File: src/rtl/seed_random_1_hand_scorer.sv
// Card-hand scorer: requests a random card, rejects out-of-range ranks, and totals the hand.
// Optional soft-ace scoring is enabled by defining SEED_RANDOM_SOFT_ACE_EN.
module seed_random_1_hand_scorer #(
  parameter int MAX_CARDS = 11,
  parameter int RETRY_MAX = 4
) (
  input  logic       clk_hs_i,
  input  logic       rst_hs_i,
  input  logic       deal_i,
  input  logic       new_hand_i,
  input  logic [7:0] next_card_i,
  output logic       req_card_state_dp_c_o,
  output logic [3:0] card_rank_o,
  output logic       card_valid_o,
  output logic [5:0] score_o,
  output logic [3:0] card_count_o,
  output logic       bust_o,
  output logic [2:0] dbg_state_o
);

  localparam int RW = (RETRY_MAX < 1) ? 1 : $clog2(RETRY_MAX + 1);
  localparam logic [RW-1:0] RETRY_C = RW'(RETRY_MAX);
  localparam logic [3:0] MAX_C = 4'(MAX_CARDS);

  typedef enum logic [2:0] {
    IDLE   = 3'd0,
    REQ    = 3'd1,
    SAMPLE = 3'd2,
    RETRY  = 3'd3,
    ACCUM  = 3'd4,
    BUST   = 3'd5
  } state_e;

  state_e        state_q, state_d;
  logic          req_q, req_d;
  logic [3:0]    rank_q, rank_d;
  logic          valid_q, valid_d;
  logic [5:0]    score_q, score_d;
  logic [3:0]    count_q, count_d;
  logic          bust_q, bust_d;
  logic [3:0]    pend_q, pend_d;
  logic [RW-1:0] retry_q, retry_d;

  logic [3:0] raw;
  logic [4:0] card_val;
  logic [6:0] sum;
  logic       unused_hi_bits;

  assign raw            = next_card_i[3:0];
  assign unused_hi_bits = ^next_card_i[7:4];

`ifdef SEED_RANDOM_SOFT_ACE_EN
  localparam logic [4:0] ACE_VAL = 5'd11;
  logic [3:0] soft_q, soft_d, soft_tmp;
`else
  localparam logic [4:0] ACE_VAL = 5'd1;
`endif

  always_comb begin
    state_d  = state_q;
    rank_d   = rank_q;
    valid_d  = 1'b0;
    score_d  = score_q;
    count_d  = count_q;
    bust_d   = bust_q;
    pend_d   = pend_q;
    retry_d  = retry_q;
    card_val = 5'd0;
    sum      = 7'd0;
`ifdef SEED_RANDOM_SOFT_ACE_EN
    soft_d   = soft_q;
    soft_tmp = soft_q;
`endif
    case (state_q)
      IDLE: if (deal_i && (count_q < MAX_C)) state_d = REQ;
      REQ: if (!deal_i) state_d = SAMPLE;
      SAMPLE: begin
        if (raw <= 4'd12) begin
          pend_d  = raw + 4'd1;
          retry_d = '0;
          state_d = ACCUM;
        end else if (retry_q >= RETRY_C) begin
          // Out of retries: fold the high raw values down onto ranks 1..3.
          pend_d  = raw - 4'd12;
          retry_d = '0;
          state_d = ACCUM;
        end else begin
          retry_d = retry_q + 1'b1;
          state_d = RETRY;
        end
      end
      RETRY: state_d = SAMPLE;
      ACCUM: begin
        case (pend_q)
          4'd1:                card_val = ACE_VAL;
          4'd11, 4'd12, 4'd13: card_val = 5'd10;
          default:             card_val = {1'b0, pend_q};
        endcase
        sum = {1'b0, score_q} + {2'b00, card_val};
`ifdef SEED_RANDOM_SOFT_ACE_EN
        if (pend_q == 4'd1) soft_tmp = soft_q + 4'd1;
        if ((sum > 7'd21) && (soft_tmp != 4'd0)) begin
          sum      = sum - 7'd10;
          soft_tmp = soft_tmp - 4'd1;
        end
        soft_d = soft_tmp;
`endif
        score_d = sum[5:0];
        count_d = count_q + 4'd1;
        rank_d  = pend_q;
        valid_d = 1'b1;
        bust_d  = (sum > 7'd21);
        state_d = bust_d ? BUST : IDLE;
      end
      BUST:    state_d = BUST;
      default: state_d = IDLE;
    endcase

    // A new hand overrides everything, including a card still in flight.
    if (new_hand_i) begin
      state_d = IDLE;
      rank_d  = 4'd0;
      valid_d = 1'b0;
      score_d = 6'd0;
      count_d = 4'd0;
      bust_d  = 1'b0;
      pend_d  = 4'd0;
      retry_d = '0;
`ifdef SEED_RANDOM_SOFT_ACE_EN
      soft_d  = 4'd0;
`endif
    end

    req_d = (state_d == REQ) || (state_d == RETRY);
  end

  always_ff @(posedge clk_hs_i) begin
    if (rst_hs_i) begin
      state_q <= IDLE;
      req_q   <= 1'b0;
      rank_q  <= 4'd0;
      valid_q <= 1'b0;
      score_q <= 6'd0;
      count_q <= 4'd0;
      bust_q  <= 1'b0;
      pend_q  <= 4'd0;
      retry_q <= '0;
`ifdef SEED_RANDOM_SOFT_ACE_EN
      soft_q  <= 4'd0;
`endif
    end else begin
      state_q <= state_d;
      req_q   <= req_d;
      rank_q  <= rank_d;
      valid_q <= valid_d;
      score_q <= score_d;
      count_q <= count_d;
      bust_q  <= bust_d;
      pend_q  <= pend_d;
      retry_q <= retry_d;
`ifdef SEED_RANDOM_SOFT_ACE_EN
      soft_q  <= soft_d;
`endif
    end
  end

  assign req_card_state_dp_c_o = req_q;
  assign card_rank_o           = rank_q;
  assign card_valid_o          = valid_q;
  assign score_o               = score_q;
  assign card_count_o          = count_q;
  assign bust_o                = bust_q;
  assign dbg_state_o           = state_q;

endmodule
File: config.mk
export PLATFORM = sky130hd
export DESIGN_NAME = seed_random_1_hand_scorer
export DESIGN_NICKNAME = d
export VERILOG_FILES = /design/src/rtl/seed_random_1_hand_scorer.sv
export SDC_FILE = /design/constraint.sdc
export NUM_CORES = 1
export LEC_CHECK = 0
export ABC_CLOCK_PERIOD_IN_PS = 3700
export CAP_MARGIN = 20
export CORE_MARGIN = 2
export CORE_UTILIZATION = 40
export DETAILED_ROUTE_END_ITERATION = 6
export PLACE_DENSITY_LB_ADDON = 0.08
export SYNTH_ARGS = -nofsm -noshare
export SYNTH_HDL_FRONTEND = slang
export SYNTH_SLANG_ARGS = --single-unit
File: constraint.sdc
create_clock -name clk_hs_i -period 3.7 [get_ports clk_hs_i]
set_clock_uncertainty 0.1 [all_clocks]
set_input_delay 0.74 -clock clk_hs_i [delete_from_list [all_inputs] [get_ports clk_hs_i]]
set_output_delay 0.74 -clock clk_hs_i [all_outputs]
set_load 0.02 [all_outputs]
==> results.cfg, run 1 <==
[global_route]
grt_antenna_before_repair = 0
track_usage_pct = 15.00
gr-total-overflow = 0
grt_pass1_vias = 1111
grt_max_degree = 28
grt_pass1_wl_mm = 4.857

[power_and_ir_drop]
ir_drop_uv = 152.2
power_uw = 449.0
powerDensity_nw_per_um2 = 257.1
p_leak_uw = 0.0006465

[detailed_routing]
wl_per_cell_um = 11.70
antenna_left = 0
route.detailed.drc = 0
via_count = 1178
dr.pass1.iters = 4
drtIter0Drc = 35
via_per_inst = 4.929
totalWireLength_mm = 2.796

[worst_setup_path]
cp-end-kind = register
cp.buffers_inverters = 0
cp_cell_sequence = xor2_1 > a21boi_0 > ha_1 > fa_1 > a21o_2 > or4_1 > mux2_4 > a21oi_4 > a211oi_1
cp-start-kind = register
cpLargestDelayFamily = adder cells
critical_path_required_ns = 3.80
max_stage_delay_ns = 0.43
r2r_slack_ns = 1.01
criticalPathCategory = reg2reg
crit_fanout = 5
slowest_stage = dfxtp_1
cp.arrival_ns = 2.79

[yosys]
synth_simple_gate_area_share_pct = 19.79
synthCells = 172
synthArstFlopShare_pct = 0
synthAdderAreaFrac_pct = 10.11
yosys_warnings = 0
synth-edff-count = 0
synthFlopType = dfxtp_1
muxShareOfSynthArea_pct = 4.534
synth_compound_area_share_pct = 15.61
syn_nets = 195
seq_area_frac_synth_pct = 37.66
synth_xor_area_share_pct = 6.713
yosys_register_bits = 27
avgSynthCellArea_um2 = 8.344
synth.distinct_cells = 39
synth_top_family_by_area = simple AND/OR/NAND/NOR gates
synthesis.area_um2 = 1435

[layout]
drive_gt1_share_pct = 4.663
multi_input_area_um2 = 814.5
final_nets = 217
final_cells = 239
area_growth_pct = 21.71
design_area_um2 = 1747
nFillCells = 340
n_antenna_cell = 0
regArea_um2 = 540.5

[hold_path]
hold_path.class = reg2reg

[place]
place.gp.congestion = 0.7679
port_buffers = 27
placed_area_um2 = 1720
dp_hpwl_mm = 2.197
dp.cells = 235

[floorplan]
die_w_um = 63.90
core_area_um2 = 3390
pin_count = 32
dieArea_um2 = 4083
die_h_um = 63.90
rows = 21
start_util_pct = 42.34

[cts]
ctsHoldBuffers = 0
path_clk_slew_ns = 0.14
tritoncts = yes
insertion_delay_ns = 0.31
post_cts_resized = 0
cts_made_buffers = 3
clkSinkCount = 27
htree_levels = 1
clk_root_buffer_cell = clkbuf_4
cts_setup_buffers = 0
cts.path.max_buffers = 2

[timing]
hold_viol_final = 0
worst_pin_slew_ns = 0.5355
slew_viol_final = 0
setup_tns_ns = 0
setup_viol = 0
slew_headroom_pct = 64.30
min_period_ns = 2.692
rsz0062_at_grt = false
max_freq_mhz = 371.4
finalCritPeriodShare_pct = 72.76

[run_status]
status = completed

[run]
maxCapViolCount = 0
## final timing paths
kind | startpoint | end | depth (start not counted)
setup reg to reg | pend_q[2] | dbg_state_o[2] | 9
hold / removal | card_rank_o[0] | card_rank_o[0] | 2
hold reg to reg | card_rank_o[0] | card_rank_o[0] | 2
setup / recovery | pend_q[2] | dbg_state_o[2] | 9
## sequential cells by signal, indices dropped and copies added, names as in the netlist
register,count
card_rank_o,4
dbg_state_o,3
card_count_o,4
retry_q,3
req_card_state_dp_c_o,1
card_valid_o,1
score_o,6
pend_q,4
bust_o,1
## power by group
part / switching, uW / internal, uW
logic: 16.7 / 15.5
clock network: 82.2 / 42.1
registers: 0.831 / 292
## layout by cell type (no fill, tap or decap), types with 2 or more instances in the layout
master / netlist / final
inv_1: 10 / 10
nor2b_1: 2 / 2
a21boi_0: 2 / 2
nand2_1: 21 / 21
mux2i_1: 5 / 5
xor2_1: 6 / 6
o21ai_0: 4 / 4
a21oi_1: 19 / 19
xnor2_1: 5 / 5
ha_1: 10 / 10
nor2_1: 21 / 21
clkbuf_4: 0 / 3
a211oi_1: 3 / 3
clkdlybuf4s50_1: 0 / 27
nand3_1: 5 / 5
dfxtp_1: 27 / 27
## routing by layer
layer / vias up / wire, um / global-route usage (%)
met3: 2 / 54 / 2.641
met4: 0 / 20 / 4.891
li1: 620 / - / -
met5: - / 0 / 0
met2: 11 / 1414 / 26.56
met1: 545 / 1307 / 18.22
## Yosys cell counts, types with 2 or more instances
cell,count,area share (%)
xor2_1,6,3.7
a21oi_1,19,6.6
nand3_1,5,1.7
dfxtp_1,27,38
o21ai_0,4,1.4
ha_1,10,8.7
xnor2_1,5,3.1
clkbuf_1,8,2.1
nor2_1,21,5.5
a211oi_1,3,1.6
nand2_1,21,5.5
a21boi_0,2,1.0
mux2i_1,5,3.5
inv_1,10,2.6
nor2b_1,2,0.87
## cells by family (layout without fill, tap and decap cells)
kind of cell	count (synthesis)	count (layout)
AOI/OAI and AO/OA	36	36
xor gates and xnor gates	11	11
adders and majority gates	11	11
buffers and inverters	20	41
DFF	27	27
muxes	6	6
and+or+nand+nor	61	61
## area by class of cell
type	instances	share of cell area [%]
clock buffers	4	1.504
inverters	10	2.149
multi-input cells	125	46.63
flip-flops and latches	27	30.95
well taps	46	3.295
repair buffers	27	15.47
## per-stage QoR
stage          setup WS, ns  utilization [%]  hold WS (ns)
2_1_floorplan         1.219                -        0.3404
3_3_place_gp          1.049            50.76        0.3460
3_5_place_dp          1.013            50.76        0.3490
4_1_cts              0.9941            51.53        0.3679
5_1_grt              0.8960            51.53        0.3905
6_report              1.008            51.53        0.3653
## worst reg2reg max path, cell delays in order (launching register included)
cell and delay (ns):
dfxtp_1 0.43, xor2_1 0.15, a21boi_0 0.10, ha_1 0.24, fa_1 0.42, a21o_2 0.21
or4_1 0.40, mux2_4 0.29, a21oi_4 0.15, a211oi_1 0.09
Note: power is estimated with default switching activity, not from simulation.
==> inputs of run 2 (changes only) <==
Settings changed: ABC_CLOCK_PERIOD_IN_PS 3700 to 2300.
Clock period 3.7 ns to 2.3 ns, I/O delays scaled along.
==> run 2 against run 1 <==
The flow now finishes with violations (setup timing). Sequential power is 61% higher. Fmax is 10% higher. Flip-flop and latch count stayed put. Core utilization is 4.0 points higher. Wire length is 6.8% higher. Critical path depth stayed put. Count of clock-buffer cells in the layout is 1 lower. Setup slack worse by 1.2 ns. Clock power is 73% higher. Critical endpoint unchanged.
==> results.cfg, run 2 (same netlist as run 1, synthesis figures left out) <==
[timing]
slew_viol_final = 0
min_period_ns = 2.447
setup_viol = 3
hold_viol_final = 0
holdWs_ns = 0.3647
setup_ws_ns = -0.1467
finalCritPeriodShare_pct = 106.4
rsz0062_at_grt = true
slew_headroom_pct = 61.95
worst_pin_slew_ns = 0.5707
max_freq_mhz = 408.7

[detailed_routing]
route.detailed.drc = 0
via_count = 1251
dr.pass1.iters = 4
antenna_left = 0
totalWireLength_mm = 2.985
via_per_inst = 4.887
wl_per_cell_um = 11.66
drtIter0Drc = 45

[run_status]
status = finished, violations left
violations = setup timing

[cts]
cts.path.max_buffers = 2
cts_made_buffers = 3
clk_root_buffer_cell = clkbuf_4
post_cts_resized = 0
ctsHoldBuffers = 0
tritoncts = yes
insertion_delay_ns = 0.33
path_clk_slew_ns = 0.15
clkSinkCount = 27
htree_levels = 1

[layout]
largest_reg_flops = 6
n_antenna_cell = 0
nFillCells = 319
final_common_cell = clkdlybuf4s50_1
final_util_pct = 55.56
regArea_um2 = 543.0
area_growth_pct = 31.21
design_area_um2 = 1883
layout_common_cells = clkdlybuf4s50_1 (27), dfxtp_1 (25), nand2_1 (21), nor2_1 (21), a21oi_1 (19)
final_nets = 234
drive_gt1_share_pct = 14.76
multi_input_area_um2 = 819.5

[hold_path]
min_path_cells = 2
hold_start = card_rank_o[3]
hold_end = card_rank_o[3]
hold_path.class = reg2reg

[worst_setup_path]
cp-end-kind = register
r2r-end = dbg_state_o[2]
criticalPathCategory = reg2reg
cp.arrival_ns = 2.56
critical_path_required_ns = 2.41
r2r_slack_ns = -0.15
rr_worst_depth = 9
cp-start-kind = register
crit_fanout = 3
timing.rr.start = pend_q[2]

[floorplan]
die_h_um = 63.90
start_util_pct = 42.34
core_area_um2 = 3390
die_w_um = 63.90
dieArea_um2 = 4083
rows = 21
pin_count = 32

[run]
maxCapViolCount = 0

[power_and_ir_drop]
p_leak_uw = 0.0007347
ir_drop_uv = 290.2
powerDensity_nw_per_um2 = 394.2

[global_route]
grt_pass1_vias = 1214
track_usage_pct = 16.12
grt_max_degree = 28
gr-total-overflow = 0
grt_pass1_wl_mm = 5.250
grt_antenna_before_repair = 0

[place]
dp_hpwl_mm = 2.287
port_buffers = 27
place.gp.congestion = 0.8275
placed_area_um2 = 1841
==> run 2: changes by cell type in the layout (fill, tap and decap cells not counted) <==
| cell | before | now |
|---|---|---|
| a21boi_0 | 2 | 1 |
| a21boi_1 | 0 | 1 |
| buf_4 | 0 | 17 |
| clkbuf_1 | 1 | 0 |
| clkinv_2 | 0 | 1 |
| dfxtp_1 | 27 | 25 |
| dfxtp_2 | 0 | 2 |
| fa_1 | 1 | 0 |
| fa_2 | 0 | 1 |
| ha_1 | 10 | 9 |
| ha_2 | 0 | 1 |
==> run 2: per-layer routing <==
layer,share of wire [%],GRT usage [%],vias to the layer above
li1,-,-,652
met1,47,18.87,578
met2,50,29.04,19
met3,2.7,4.225,2
met4,0.77,3.804,0
met5,0,0,-
==> run 2: worst max-delay path by stage <==
stage               cells past startpoint       from  slack, ns             end
floorplan                               9  pend_q[2]      -0.05          bust_o
global placement                        9  pend_q[2]      -0.14  dbg_state_o[2]
detailed placement                      9  pend_q[2]      -0.16          bust_o
CTS                                     9  pend_q[2]      -0.17          bust_o
global route                            9  pend_q[2]      -0.27          bust_o
finish                                  9  pend_q[2]      -0.15  dbg_state_o[2]
==> run 2: what timing repair did <==
action / 4_1_cts / 5_1_grt
pin swaps: 1 / 1
setup endpoints to repair: 3 / 3
buffers inserted: 2 / 0
==> run 2: power by group <==
part,internal [uW],leakage [uW],switching [uW]
registers,469,0.000219,1.09
clock network,65.3,0.0000177,148
logic,29.3,0.000498,28.9
total,564,0.000735,178
==> run 2: area by class of cell <==
class	count	area share (%)
clock buffer	3	1.196
clock inverter	1	0.2658
inverter	10	1.993
multi-input combinational	125	43.52
sequential	27	28.84
tap	46	3.056
timing repair buffer	44	21.13
==> run 2: stage by stage <==
| stage | TNS, ns | total power (uW) | setup WS [ns] | cells |
|---|---|---|---|---|
| 4_1_cts | -0.4617 | 748.4 | -0.1675 | 256 |
| 3_5_place_dp | -0.4516 | 538.8 | -0.1635 | 250 |
| 6_report | -0.4152 | 742.4 | -0.1467 | 256 |
| 5_1_grt | -0.7755 | 781.8 | -0.2741 | 256 |
| 2_1_floorplan | -0.1428 | 511.0 | -0.05369 | 172 |
| 3_3_place_gp | -0.3831 | 536.3 | -0.1382 | 250 |
==> run 2: worst max-delay path, stage by stage, from the launching register on <==
cell and delay [ns]:
dfxtp_2 0.36, xor2_1 0.14, a21boi_1 0.09, ha_2 0.19, fa_2 0.34, a21o_2 0.20
or4_1 0.39, mux2_4 0.28, a21oi_4 0.14, a211oi_1 0.08
==> inputs of run 3 (changes only) <==
Settings changed: CORE_UTILIZATION 40 to 45, HOLD_SLACK_MARGIN set to 0.1.
==> run 3 against run 2 <==
The run still ends with setup timing left. Cell count fell by 1.6%. Clock power fell by 7%. Sequential power barely moved. Largest cell class unchanged. Die area fell by 10%. Register-to-register slack got worse by 0.02 ns. Setup slack got worse by 0.023 ns. Flip-flop and latch count did not move. Design area fell by 1.0%. First-iteration DRC count fell by 29%.
==> results.cfg, run 3 (same netlist as run 1, synthesis figures left out) <==
[place]
port_buffers = 27
place.gp.congestion = 0.8103
dp_hpwl_mm = 2.222
preCtsSetupSlack_ns = -0.1307

[hold_path]
hold_path.class = reg2reg
hold_start = card_rank_o[3]

[detailed_routing]
route.detailed.drc = 0
via_count = 1264
wl_per_cell_um = 11.53
antenna_left = 0
drtIter0Drc = 32
via_per_inst = 5.016
totalWireLength_mm = 2.906
dr.pass1.iters = 4

[power_and_ir_drop]
swShare_pct = 22.28
power.switching_uw = 161.5
power_uw = 724.8
ir_drop_uv = 343.6
p_clk_share_pct = 27.6
p_seq_share_pct = 64.9
p_comb_share_pct = 7.5
p_leak_uw = 0.0007226
power.internal_uw = 563.3
powerDensity_nw_per_um2 = 388.8

[global_route]
track_usage_pct = 18.35
grt_pass1_wl_mm = 5.126
gr-total-overflow = 0
grt_pass1_vias = 1186
grt_antenna_before_repair = 0
grt_max_degree = 28

[layout]
layout_common_cells = clkdlybuf4s50_1 (27), dfxtp_1 (25), nand2_1 (21), nor2_1 (21), a21oi_1 (19)
multi_input_area_um2 = 819.5
drive_gt1_share_pct = 13.46
area_growth_pct = 29.90
largest_reg_flops = 6
regArea_um2 = 543.0
nFillCells = 305
final_common_cell = clkdlybuf4s50_1
final_nets = 232
n_antenna_cell = 0

[timing]
setup_ws_ns = -0.1693
finalCritPeriodShare_pct = 107.4
setup_viol = 3
worst_pin_slew_ns = 0.5213
hold_viol_final = 0
slew_headroom_pct = 65.24
max_freq_mhz = 405.0
min_period_ns = 2.469
rsz0062_at_grt = true
holdWs_ns = 0.3661
slew_viol_final = 0

[worst_setup_path]
criticalPathCategory = reg2reg
cp-end-kind = register
timing.rr.start = pend_q[2]
cp-start-kind = register
crit_start = pend_q[2]
cp.arrival_ns = 2.56
crit_fanout = 3
critical_path_required_ns = 2.39

[cts]
clkSinkCount = 27
ctsHoldBuffers = 0
tritoncts = yes
htree_levels = 1
cts.path.max_buffers = 2
post_cts_resized = 0
clk_root_buffer_cell = clkbuf_4
insertion_delay_ns = 0.32
cts_made_buffers = 3
path_clk_slew_ns = 0.14

[floorplan]
pin_count = 32
die_h_um = 60.47
dieArea_um2 = 3657
start_util_pct = 47.01
die_w_um = 60.47
core_area_um2 = 3053
rows = 20

[run_status]
status = finished, violations left
violations = setup timing

[run]
maxCapViolCount = 0
-- run 3: cell types whose count changed in the layout (fill, tap and decap cells not counted) --
| cell | previous run | this run |
|---|---|---|
| buf_4 | 17 | 15 |
| clkinv_2 | 1 | 0 |
| clkbuf_1 | 0 | 1 |
-- run 3: area by class of cell --
type                       instances  area share, %
tap                               44          2.953
sequential                        27          29.13
multi-input combinational        125          43.96
timing repair buffer              42          20.54
clock buffer                       4          1.409
inverter                          10          2.013
-- run 3: power by group through the flow --
stage	clock [uW]	sequential (uW)	combinational, uW
6_report	200	470	54.4
3_5_place_dp	0	481	54.3
2_1_floorplan	0	482	28.7
5_1_grt	233	471	60.3
4_1_cts	213	471	54.5
3_3_place_gp	0	481	52.1
-- run 3: worst max-delay path: stages (launching register included) --
cell      delay [ns]
dfxtp_2         0.36
xor2_1          0.14
a21boi_1        0.09
ha_2            0.19
fa_2            0.35
a21o_2          0.21
or4_1           0.40
mux2_4          0.28
a21oi_4         0.14
a211oi_1        0.09
-- run 3: what timing repair did --
item,CTS,global route
endpoints found under the hold margin,0,0
setup endpoints to repair,3,3
buffers inserted,1,0
-- run 3: metal layers --
layer	global-route usage [%]	part of all wire (%)	vias to the layer above
met1	20.87	46	590
met5	0	0	-
met4	3.727	0.62	0
met2	34.47	50	24
met3	4.904	3.6	2
li1	-	-	648
-- run 3: worst paths after layout --
path	end	slack, ns	cells after the start
max	dbg_state_o[2]	-0.17	9
min	card_rank_o[3]	0.37	2
max reg2reg	dbg_state_o[2]	-0.17	9
min reg2reg	card_rank_o[3]	0.37	2
-- run 3: metrics by stage --
stage | area [um^2] | TNS [ns] | cells | utilization [%]
detailed placement | 1831 | -0.4213 | 247 | 59.96
global route | 1864 | -0.7535 | 252 | 61.07
floorplan | 1443 | -0.1428 | 172 | -
CTS | 1864 | -0.4978 | 252 | 61.07
global placement | 1831 | -0.3541 | 247 | 59.96
finish | 1864 | -0.4679 | 252 | 61.07
==> RTL edit 1, RTL diff (settings of run 2) <==
Set the parameter `RETRY_MAX` to 16 (it was 4).
--- a/src/rtl/seed_random_1_hand_scorer.sv
+++ b/src/rtl/seed_random_1_hand_scorer.sv
@@ -3,5 +3,5 @@
 module seed_random_1_hand_scorer #(
   parameter int MAX_CARDS = 11,
-  parameter int RETRY_MAX = 4
+  parameter int RETRY_MAX = 16
 ) (
   input  logic       clk_hs_i,
Formal check against the unedited RTL: no difference found for any inputs over 10 cycles, from zero or initial values and one cycle with rst_hs_i high; that may be too few to reach the edited logic, so the function may still have changed.
==> RTL edit 1 against run 2 <==
Utilization decreased by 1.1 points; worst setup slack improved by 0.10 ns; cell count increased by 13%; wire length increased by 25%; sequential cell count increased by 2; the run still ends with setup timing left; synthesized area increased by 12%; clock power increased by 120%; power increased by 40%; final area increased by 14%.
==> RTL edit 1: results (changes against run 2) <==
| Metric | Value |
|---|---|
| Final worst slack | `-0.04364 ns (+0.1031 ns)` |
| Combinational power share | `0.067 (-0.011)` |
| FF/Latch Area | `583.1 sq um (+7.4%)` |
| Half-perimeter wire length after placement | `2.868 mm (+25%)` |
| Source-to-sink clock delay at the later pin of the worst-skew pair | `0.28 ns (-0.05 ns)` |
| Non-clock buffer count | `45 (+2.3%)` |
| Total cell area at the placement stage | `0.002039 sq mm (+11%)` |
| Clock buffers and inverters, area share | `0.04720 (+0.03258)` |
| Area share of fa/ha/maj cells after synthesis | `0.08992 (-0.01121)` |
| Leakage Power | `0.0007725 uW (+5.1%)` |
| Number of clock buffers inserted by TritonCTS | `5 (+2)` |
| Fraction of layout instances using a drive strength above 1 | `0.1674 (+0.01974)` |
| Delay of the slowest cell on the worst path | `0.56 ns (+0.17 ns)` |
| Share of cell area taken by multi-input logic gates | `0.4458 (+0.01059)` |
| Number of clock sinks seen by CTS | `29 (+7.4%)` |
| Cell at the root of the clock tree | `clkbuf_8` |
| Outcome | `complete, but fails checks` |
| Overall fraction of global-route tracks in use | `0.1846 (+0.02342)` |
| CP Capture Point | `bust_o` |
| Multi-input gates | `147 (+18%)` |
| Net count reported at finish | `261 (+12%)` |
| Number of fill cells | `355 (+11%)` |
| Vias in the first global route | `1417 (+17%)` |
| Violated checks | `setup timing` |
| Setup violations, final | `3 (unchanged)` |
| Routed via count | `1491 (+19%)` |
| Total power after layout | `1041 uW (+40%)` |
## RTL edit 1: metrics by stage
stage,cells,setup WS (ns)
6_report,289,-0.04364
5_1_grt,289,-0.1797
4_1_cts,289,-0.06823
3_5_place_dp,281,-0.1955
3_3_place_gp,281,-0.1779
2_1_floorplan,196,0.01975
## RTL edit 1: worst min-delay path by stage
stage / startpoint / to / slack [ns] / cells past startpoint
after global placement: card_rank_o[0] / card_rank_o[0] / 0.34 / 2
after CTS: card_rank_o[0] / card_rank_o[0] / 0.36 / 2
after global routing: card_rank_o[1] / card_rank_o[1] / 0.37 / 2
after detailed placement: card_rank_o[0] / card_rank_o[0] / 0.35 / 2
final: card_rank_o[1] / card_rank_o[1] / 0.36 / 2
after floorplan: pend_q[0] / card_rank_o[0] / 0.34 / 2
## RTL edit 1: routing by layer
layer	global-route usage	wire (um)	up-vias
li1	-	-	767
met1	0.2127	1621	688
met2	0.3199	1898	28
met3	0.04167	130	8
met4	0.08929	84	0
met5	0	0	-
==> RTL edit 2, RTL diff (settings of run 2) <==
Without the edit above. Put one more register stage on the output `score_o`, cleared by the reset. The value now appears one clock later. The other outputs are not delayed to match.
--- a/src/rtl/seed_random_1_hand_scorer.sv
+++ b/src/rtl/seed_random_1_hand_scorer.sv
@@ -168,5 +168,11 @@
   assign card_rank_o           = rank_q;
   assign card_valid_o          = valid_q;
-  assign score_o               = score_q;
+  always_ff @(posedge clk_hs_i) begin
+    if (rst_hs_i) begin
+      score_o <= '0;
+    end else begin
+      score_o <= score_q;
+    end
+  end
   assign card_count_o          = count_q;
   assign bust_o                = bust_q;
Behaviour: not the same (a bounded check fails within 10 cycles, from zero or initial values and one cycle with rst_hs_i high).
==> RTL edit 2 against run 2 <==
Final area rose by 10%; combinational power rose by 4.1%; synthesized area rose by 12%; wire length rose by 6.4%; power rose by 50%; sequential cell count rose by 6; sequential power rose by 22%; synthesized cell count rose by 5.8%; utilization fell by 2.9 points; worst setup slack improved by 0.24 ns; largest cell class unchanged; largest power group unchanged; highest routed layer unchanged.
==> RTL edit 2: results (changes against run 2) <==
| Metric | Value |
|---|---|
| Clock-pin slew reported for the worst setup and hold paths after clock tree synthesis | `0.06 ns (-0.09 ns)` |
| Cell at the root of the clock tree | `clkbuf_8` |
| Number of nets in the synthesized netlist | `205 (+5.1%)` |
| Post-route non-filler standard cell count | `267 (+4.3%)` |
| Number of post-CTS setup repair buffers | `0 (-2)` |
| Startpoint of the most critical hold path | `card_rank_o[1]` |
| Sequential share of the synthesized area | `0.4096 (+0.03299)` |
| Leakage Power | `0.0007738 uW (+5.3%)` |
| Top cells by area in the synthesized netlist | `dfxtp_1, ha_1, nor2_1, nand2_1, a21oi_1` |
| Overall fraction of global-route tracks in use | `0.1493 (-0.01189)` |
| Final Wtd Congestion | `0.7555 (-8.7%)` |
| Maximum number of pins on one net before global-route repair | `17 (-39%)` |
| H-Tree Level Count | `2 (+1)` |
| Quantity of gates resized following cts | `0 (unchanged)` |
| Cell type group with the largest total delay on the critical path | `compound AO/OA/AOI/OAI gates` |
| Routed length per instance | `11.90 um (+2.0%)` |
| Count of distinct cell types in the synthesized netlist | `43 (+10%)` |
| Biggest regs | `score_o (6), score_q (6)` |
| Peak fanout along the critical path | `3 (unchanged)` |
| Slowest CP cell | `fa_2` |
| Worst Setup SP | `pend_q[1]` |
| Synth top cells by count | `dfxtp_1, nor2_1, nand2_1, a21oi_1, ha_1` |
| XOR/XNOR share of the synthesized area | `0.06517 (-0.001965)` |
| Portion of netlist area occupied by mux cells | `0.03181 (-0.01353)` |
| Placed cell count | `259 (+3.6%)` |
| Half-perimeter wire length after placement | `2.361 mm (+3.2%)` |
| Area share of fa/ha/maj cells after synthesis | `0.08999 (-0.01114)` |
| Post-Route Hold Slack | `0.3589 ns (-0.005832 ns)` |
| Synthesized-area fraction occupied by ao, oa, aoi and oai cells | `0.1296 (-0.02650)` |
| Internal reg-to-reg setup slack | `0.1 ns (+0.24 ns)` |
| Source-to-sink clock delay at the later pin of the worst-skew pair | `0.28 ns (-0.05 ns)` |
| Dominant combinational cell family by area after synthesis | `simple AND/OR/NAND/NOR gates` |
| Normalized max-slew margin | `0.7222 (+0.1027)` |
| Fraction of layout instances using a drive strength above 1 | `0.1613 (+0.01367)` |
| Highest ir drop seen on vdd | `0.3494 mV (+20%)` |
| Routed via count divided by cell count | `4.843 (-0.90%)` |
| Number of buffer cells added on primary ports | `27 (unchanged)` |
| Cells after Synth | `182 (+5.8%)` |
| Net count reported at finish | `239 (+2.1%)` |
| Vias in the first global route | `1136 (-6.4%)` |
| Delay of the slowest cell on the worst path | `0.39 ns (about the same)` |
| Number of DRC markers after the initial detailed-route iteration | `38 (-16%)` |
| First-pass GRT wire length | `5.043 mm (-3.9%)` |
| Number of clock buffers inserted by TritonCTS | `5 (+2)` |
| Outcome | `complete, no violations` |
[RTL edit 2: power breakdown]
part | internal, uW | switching, uW | total (uW)
Sequential | 573 | 1.43 | 574
Combinational | 29.2 | 31.2 | 60.5
Clock | 270 | 205 | 476
[RTL edit 2: worst min-delay path by stage]
stage / to / cells after the start
5_1_grt: card_rank_o[3] / 2
3_3_place_gp: card_rank_o[3] / 2
6_report: card_rank_o[1] / 2
3_5_place_dp: card_rank_o[1] / 2
4_1_cts: card_rank_o[1] / 2
2_1_floorplan: card_rank_o[0] / 2
[RTL edit 2: cells by family (layout without fill, tap and decap cells)]
logic type / count (synthesis) / count (layout)
and+or+nand+nor: 72 / 72
DFF: 33 / 33
AOI/OAI and AO/OA: 32 / 32
buffers and inverters: 17 / 52
xor gates and xnor gates: 12 / 12
adders and majority gates: 11 / 11
muxes: 5 / 5
[RTL edit 2: layout make-up]
class                           count  area [sq um]
Clock buffer                        7         96.34
Sequential cell                    33         663.1
Timing Repair Buffer               35         330.3
Tap cell                           50         62.56
Multi-Input combinational cell    132         883.3
Fill cell                         377          1868
Clock inverter                      1         5.005
Inverter                            9         33.78
[RTL edit 2: routing by layer]
layer / global-route usage / up-vias / routed length [um]
met1: 0.1925 / 599 / 1525
met3: 0.05000 / 2 / 112
met5: 0 / - / 0
met4: 0.04592 / 0 / 19
met2: 0.2353 / 22 / 1519
li1: - / 670 / -
[RTL edit 2: per-stage QoR]
step / area (sq um) / utilization / TNS (ns) / worst slack (ns)
2_1_floorplan: 1613 / - / 0 / 0.2221
3_3_place_gp: 1956 / 0.4960 / 0 / 0.07518
3_5_place_dp: 1956 / 0.4960 / 0 / 0.05085
4_1_cts: 2057 / 0.5217 / 0 / 0.05002
5_1_grt: 2074 / 0.5262 / -0.1102 / -0.03713
6_report: 2074 / 0.5262 / 0 / 0.09665
